File: src/rtl/fsb8_target.sv
// FSB8 peripheral endpoint: decodes command/address/data frames from the master
// bridge into single-beat local accesses and returns rdy_n/err_n, read data and irq_n.
module fsb8_target #(
    parameter logic       PAE_ENABLE = 1'b0,
    parameter int         ADDR_WIDTH = PAE_ENABLE ? 32 : 24,
    parameter logic [6:0] TIMEOUT    = 7'd64,
    parameter int         IRQ_NUM    = 4
) (
    input  logic                  clk,
    input  logic                  rst,
    input  logic                  ale_n,
    input  logic                  cs_n,
    input  logic                  cmd_n,
    input  logic                  typ,
    input  logic                  wr_n,
    input  logic [7:0]            AAH8,
    input  logic [7:0]            AD_in,
    output logic [7:0]            AD_out,
    output logic                  AD_oe,
    output logic                  rdy_n,
    output logic                  err_n,
    output logic                  irq_n,
    output logic [ADDR_WIDTH-1:0] lcl_addr,
    output logic                  lcl_wr,
    output logic                  lcl_rd,
    output logic [7:0]            lcl_wdata,
    output logic                  lcl_burst,
    input  logic [7:0]            lcl_rdata,
    input  logic                  lcl_ack,
    input  logic                  lcl_err,
    output logic                  cmd_valid,
    output logic [7:0]            cmd_code,
    input  logic [IRQ_NUM-1:0]    irq_src
);

    typedef enum logic [2:0] {IDLE, CMD_ACK, ADR_ACK, SEL, ACCESS, BEAT_ACK} state_t;

    state_t                state_q;
    logic                  rdy_n_q, err_n_q, irq_n_q, ad_oe_q;
    logic [7:0]            ad_out_q;
    logic                  lcl_wr_q, lcl_rd_q, lcl_burst_q;
    logic [ADDR_WIDTH-1:0] lcl_addr_q;
    logic [7:0]            lcl_wdata_q;
    logic                  cmd_valid_q;
    logic [7:0]            cmd_code_q;
    logic [7:0]            page_q;
    logic [15:0]           hi16_q;
    logic                  first_beat_q;
    logic [6:0]            cnt_q;
    logic [6:0]            cnt_d;
    logic [ADDR_WIDTH-1:0] addr_d;

    assign cnt_d = cnt_q + 7'd1;

    // The page byte only exists on the local address when the port is wider than 24 bits.
    if (ADDR_WIDTH > 24) begin : g_page
        assign addr_d = {page_q[ADDR_WIDTH-25:0], hi16_q, AAH8};
    end else begin : g_nopage
        logic unused_page;
        assign unused_page = ^page_q;
        assign addr_d      = {hi16_q, AAH8};
    end

    always_ff @(posedge clk or posedge rst) begin
        if (rst) begin
            state_q      <= IDLE;
            rdy_n_q      <= 1'b1;
            err_n_q      <= 1'b1;
            irq_n_q      <= 1'b1;
            ad_oe_q      <= 1'b0;
            ad_out_q     <= 8'h00;
            lcl_wr_q     <= 1'b0;
            lcl_rd_q     <= 1'b0;
            lcl_burst_q  <= 1'b0;
            lcl_addr_q   <= '0;
            lcl_wdata_q  <= 8'h00;
            cmd_valid_q  <= 1'b0;
            cmd_code_q   <= 8'h00;
            page_q       <= 8'h00;
            hi16_q       <= 16'h0000;
            first_beat_q <= 1'b0;
            cnt_q        <= 7'd0;
        end else begin
            rdy_n_q     <= 1'b1;
            err_n_q     <= 1'b1;
            cmd_valid_q <= 1'b0;
            irq_n_q     <= ~|irq_src;
            case (state_q)
                IDLE, SEL: begin
                    // While our own ack is on the pins the master has not reacted yet,
                    // so the strobes sampled in that cycle are stale and are skipped.
                    if (rdy_n_q) begin
                        if (!cmd_n) begin
                            cmd_code_q  <= AD_in;
                            cmd_valid_q <= |AD_in;
                            if (PAE_ENABLE && AD_in == 8'h00) page_q <= AAH8;
                            rdy_n_q     <= 1'b0;
                            state_q     <= CMD_ACK;
                        end else if (!ale_n) begin
                            hi16_q  <= {AAH8, AD_in};
                            rdy_n_q <= 1'b0;
                            state_q <= ADR_ACK;
                        end else if (state_q == SEL) begin
                            if (!cs_n) begin
                                lcl_addr_q  <= addr_d;
                                lcl_burst_q <= typ;
                                cnt_q       <= 7'd0;
                                if (!wr_n) begin
                                    lcl_wr_q    <= 1'b1;
                                    lcl_wdata_q <= AD_in;
                                end else begin
                                    lcl_rd_q <= 1'b1;
                                    ad_oe_q  <= 1'b1;
                                end
                                state_q <= ACCESS;
                            end else if (first_beat_q) begin
                                rdy_n_q <= 1'b0;
                            end else begin
                                state_q <= IDLE;
                            end
                        end
                    end
                end
                CMD_ACK: state_q <= IDLE;
                ADR_ACK: begin
                    first_beat_q <= 1'b1;
                    state_q      <= SEL;
                end
                ACCESS: begin
                    if (lcl_ack) begin
                        lcl_wr_q <= 1'b0;
                        lcl_rd_q <= 1'b0;
                        rdy_n_q  <= 1'b0;
                        err_n_q  <= ~lcl_err;
                        if (lcl_rd_q) ad_out_q <= lcl_rdata;
                        state_q  <= BEAT_ACK;
                    end else if (TIMEOUT != 7'd0 && cnt_d == TIMEOUT) begin
                        lcl_wr_q <= 1'b0;
                        lcl_rd_q <= 1'b0;
                        rdy_n_q  <= 1'b0;
                        err_n_q  <= 1'b0;
                        ad_out_q <= 8'hFF;
                        state_q  <= BEAT_ACK;
                    end else begin
                        cnt_q <= cnt_d;
                    end
                end
                BEAT_ACK: begin
                    ad_oe_q      <= 1'b0;
                    first_beat_q <= 1'b0;
                    state_q      <= SEL;
                end
                default: state_q <= IDLE;
            endcase
        end
    end

    assign AD_out    = ad_out_q;
    assign AD_oe     = ad_oe_q;
    assign rdy_n     = rdy_n_q;
    assign err_n     = err_n_q;
    assign irq_n     = irq_n_q;
    assign lcl_addr  = lcl_addr_q;
    assign lcl_wr    = lcl_wr_q;
    assign lcl_rd    = lcl_rd_q;
    assign lcl_wdata = lcl_wdata_q;
    assign lcl_burst = lcl_burst_q;
    assign cmd_valid = cmd_valid_q;
    assign cmd_code  = cmd_code_q;

endmodule

File: config.mk
export PLATFORM = sky130hd
export DESIGN_NAME = fsb8_target
export DESIGN_NICKNAME = d
export VERILOG_FILES = /design/src/rtl/fsb8_target.sv
export SDC_FILE = /design/constraint.sdc
export NUM_CORES = 1
export LEC_CHECK = 0
export CORE_UTILIZATION = 50
export CTS_CLUSTER_SIZE = 12
export DETAILED_ROUTE_END_ITERATION = 7
export HOLD_SLACK_MARGIN = 0.12
export PLACE_DENSITY = 0.86
export SLEW_MARGIN = 25
export SYNTH_ARGS = -nofsm -noshare
export SYNTH_HDL_FRONTEND = slang
export SYNTH_SLANG_ARGS = --single-unit
File: constraint.sdc
create_clock -name clk -period 7.2 [get_ports clk]
set_clock_uncertainty 0.2 [all_clocks]
set_input_delay 1.44 -clock clk [delete_from_list [all_inputs] [get_ports clk]]
set_output_delay 1.44 -clock clk [all_outputs]
set_load 0.02 [all_outputs]
==> results.md <==
* Outcome: completed
* Clk Latency, worst-skew pair at 0.35 ns
* Initial antenna violation count at 0
* Register-to-Register Path Depth at 5
* Commonest non-fill, non-tap cell in the layout: nand2_1
* DR top layer: met4
* WL per Instance at 15.4 µm
* Slew HR at 50.3%
* Max Fclk at 0.288 GHz
* First-pass DRT Iterations at 4
* Row count at 30
* Pre-CTS setup slack at 3.40 ns
* Max Buffers Root-to-Sink at 2
* Hold Crit Class: reg2reg
* Max Slew Vio Count at 0
* Netlist Area Pre-Place at 0.00350 mm²
* Fraction of the yosys area taken by sequential cells at 59.5%
* Post-Route WL at 7.78 mm
* CTS tree: built
* Start point of the critical path: cmd_n
* Starting Density at 51.7%
* WHS Path Cells at 2
* Post-layout nets at 460
* Vias in the first global route at 2726
* Measured slew at the worst slew-check pin at 0.744 ns
* Setup Fix Bufs, Post-CTS at 0
* Drt initial violations at 201
* Top-area cell type share of the netlist area at 57.3%
* Yosys top cell by area: dfrtp_1
* Clock-pin slew on the worst setup and hold paths at 0.08 ns
* Warnings from Yosys at 0
* GRT Residual Overflow at 0
* Dpl cell area at 0.00448 mm²
* Die width at 85.6 µm
* Crit path capture type: flop
* I/O Pins at 93
* Final WS setup at 3.73 ns
* Synth-to-layout area growth at 33.9%
* Metal3 WL at 442 µm
* Arr. time, crit path at 3.51 ns
* Num Clock Sinks at 83
* WL met1 at 3.47 mm
* Die area at 0.00733 mm²
* Max-Cap Viols at 0
* Largest net degree at the start of global routing at 84
* Crit-path leading delay family: simple AND/OR/NAND/NOR gates
* WL met2 at 3.75 mm
* Post-DP HPWL at 5.36 mm
* Slowest Stage Delay on Critical Path at 0.59 ns
* Antenna cells at 0
* EDFF count, synth at 0
* Flops & latches, synth at 83
* Worst min-delay path startpoint: hi16_q[15]
* Fillers at 498
* Cells after Synth at 331
* Fin crit period at 3.47 ns
* WHS Endpoint: lcl_addr[23]
* Pwr dens at 415 mW/mm²
* Routability Congestion at 0.843
* Finished layout cell area at 0.00468 mm²
* Req. time, crit path at 7.24 ns
* Ys async rst share at 100%
* Primary FF master, synth: dfrtp_1
* Syn Nets at 370
* Final ANT Viol Nets at 0
* Critical-path top delay cell: clkdlybuf4s50_1
* RSZ-0062 raised after global routing: false
* Post-cts sizing count at 0
* Static leakage at 2.11 nW
* Number of library cell types mapped by synthesis at 43
* Post-route setup TNS at 0 ns
* Crit Path Class: in2reg
* CTS Root Cell: clkbuf_8
* DRC viols at 0
* Reg2Reg Setup Slack at 4.73 ns
* Total track usage at 22.7%
* Cts bufs inserted at 9
* Layout cells sized above 1 at 13.6%
* Tcrit/Tclk final at 48.1%
* Syn Area/Cell at 10.6 µm²
* First-pass GRT wire length at 12.9 mm
* DR vias at 2734
* DR vias/cell at 5.40
* CP startpoint kind: input port
* CP max FO at 31
* Die Ht at 85.6 µm
* Worst path bufs/invs at 2
* H-tree level count at 3
* R2R Path Start: rdy_n
* R2R Path End: lcl_wdata[2]
* Sequence of cells on the critical path: clkdlybuf4s50_1 -> nand2_1 -> or4_1 -> buf_4 -> nor2_4 -> mux2_2
* Final hold violation count at 0
* Hold_buf cts at 0
* Synth area leaders: dfrtp_1 57%, mux2_2 10%, nand2_1 10%
* Buffers on Ports at 92
* Core ar. at 0.00676 mm²
* Commonest non-fill, non-tap cells in the layout: 95 x nand2_1, 92 x clkdlybuf4s50_1, 80 x dfrtp_1
* Final setup viols at 0
* Peak supply drop at 0.246 mV
-- worst max-delay path by stage --
stage	end	slack (ns)	cells after the start
floorplan	AD_oe	3.43	1
global placement	lcl_wdata[3]	3.48	6
detailed placement	lcl_wdata[4]	3.40	6
CTS	lcl_wdata[2]	3.77	6
global route	lcl_wdata[2]	3.65	6
finish	lcl_wdata[2]	3.73	6
-- final cells by class --
class / count / area [µm²] / area share [%]
Sequential cell: 83 / 2080 / 44.5
Multi-Input combinational cell: 224 / 1320 / 28.2
Clock buffer: 10 / 128 / 2.73
Timing Repair Buffer: 95 / 947 / 20.2
Clock inverter: 6 / 72.6 / 1.55
Tap cell: 80 / 100 / 2.14
Inverter: 8 / 31.3 / 0.668
-- cells in the mapped netlist, drive strengths merged, types with 2 or more instances --
cell type	n
or3	5
ha	2
o21ai	9
dfrtp	80
inv	8
a21oi	15
a31oi	2
nand2	96
buf	6
or4	2
nor4	4
nand3	4
mux2i	4
dfstp	3
xor2	2
mux2	32
o311ai	2
clkbuf	10
o22ai	4
nor2	23
-- sequential cells by signal, indices dropped and copies added, names as in the netlist, 3 cells and up --
| register | count |
|---|---|
| lcl_addr | 24 |
| hi16_q | 16 |
| AD_out | 8 |
| cmd_code | 8 |
| lcl_wdata | 8 |
| cnt_q | 7 |
| state_q | 3 |
-- routing by layer --
layer / global-route usage [%] / vias to the layer above
met3: 5.87 / 13
met1: 29.3 / 1332
met2: 37.7 / 94
li1: - / 1295
met4: 7.42 / 0
met5: 0 / -
-- power breakdown --
part	switching, W	total [W]	internal, W
logic	0.000394	0.000801	0.000406
registers	0.000138	0.000803	0.000664
clock network	0.000177	0.000341	0.000164
-- worst reg2reg max path, cell delays in order (launching register included) --
cell and delay, ns:
dfstp_2 0.59, nand2b_1 0.14, or4_1 0.52, buf_4 0.25
nor2_4 0.29, mux2_2 0.37
-- logic make-up (layout without fill, tap and decap cells) --
| kind of cell | Yosys count | count (layout) | share of synthesized area, % |
|---|---|---|---|
| fa+ha+maj | 2 | 2 | 0.716 |
| xor+xnor | 2 | 2 | 0.501 |
| flops | 83 | 83 | 59.5 |
| mux | 36 | 36 | 11.5 |
| buf+inv | 24 | 119 | 2.93 |
| compound gates | 40 | 40 | 6.94 |
| simple gates | 144 | 144 | 17.9 |
-- per-stage QoR --
step	utilization, %	total power [W]	hold slack, ns	cells
finish	69.3	0.00194	0.267	506
global route	69.3	0.00206	0.285	506
CTS	69.2	0.00196	0.271	506
detailed placement	66.3	0.00162	0.254	490
global placement	66.3	0.00158	0.241	490
floorplan	-	0.00124	0.233	331
No activity file was read; power rests on OpenSTA's default activity.
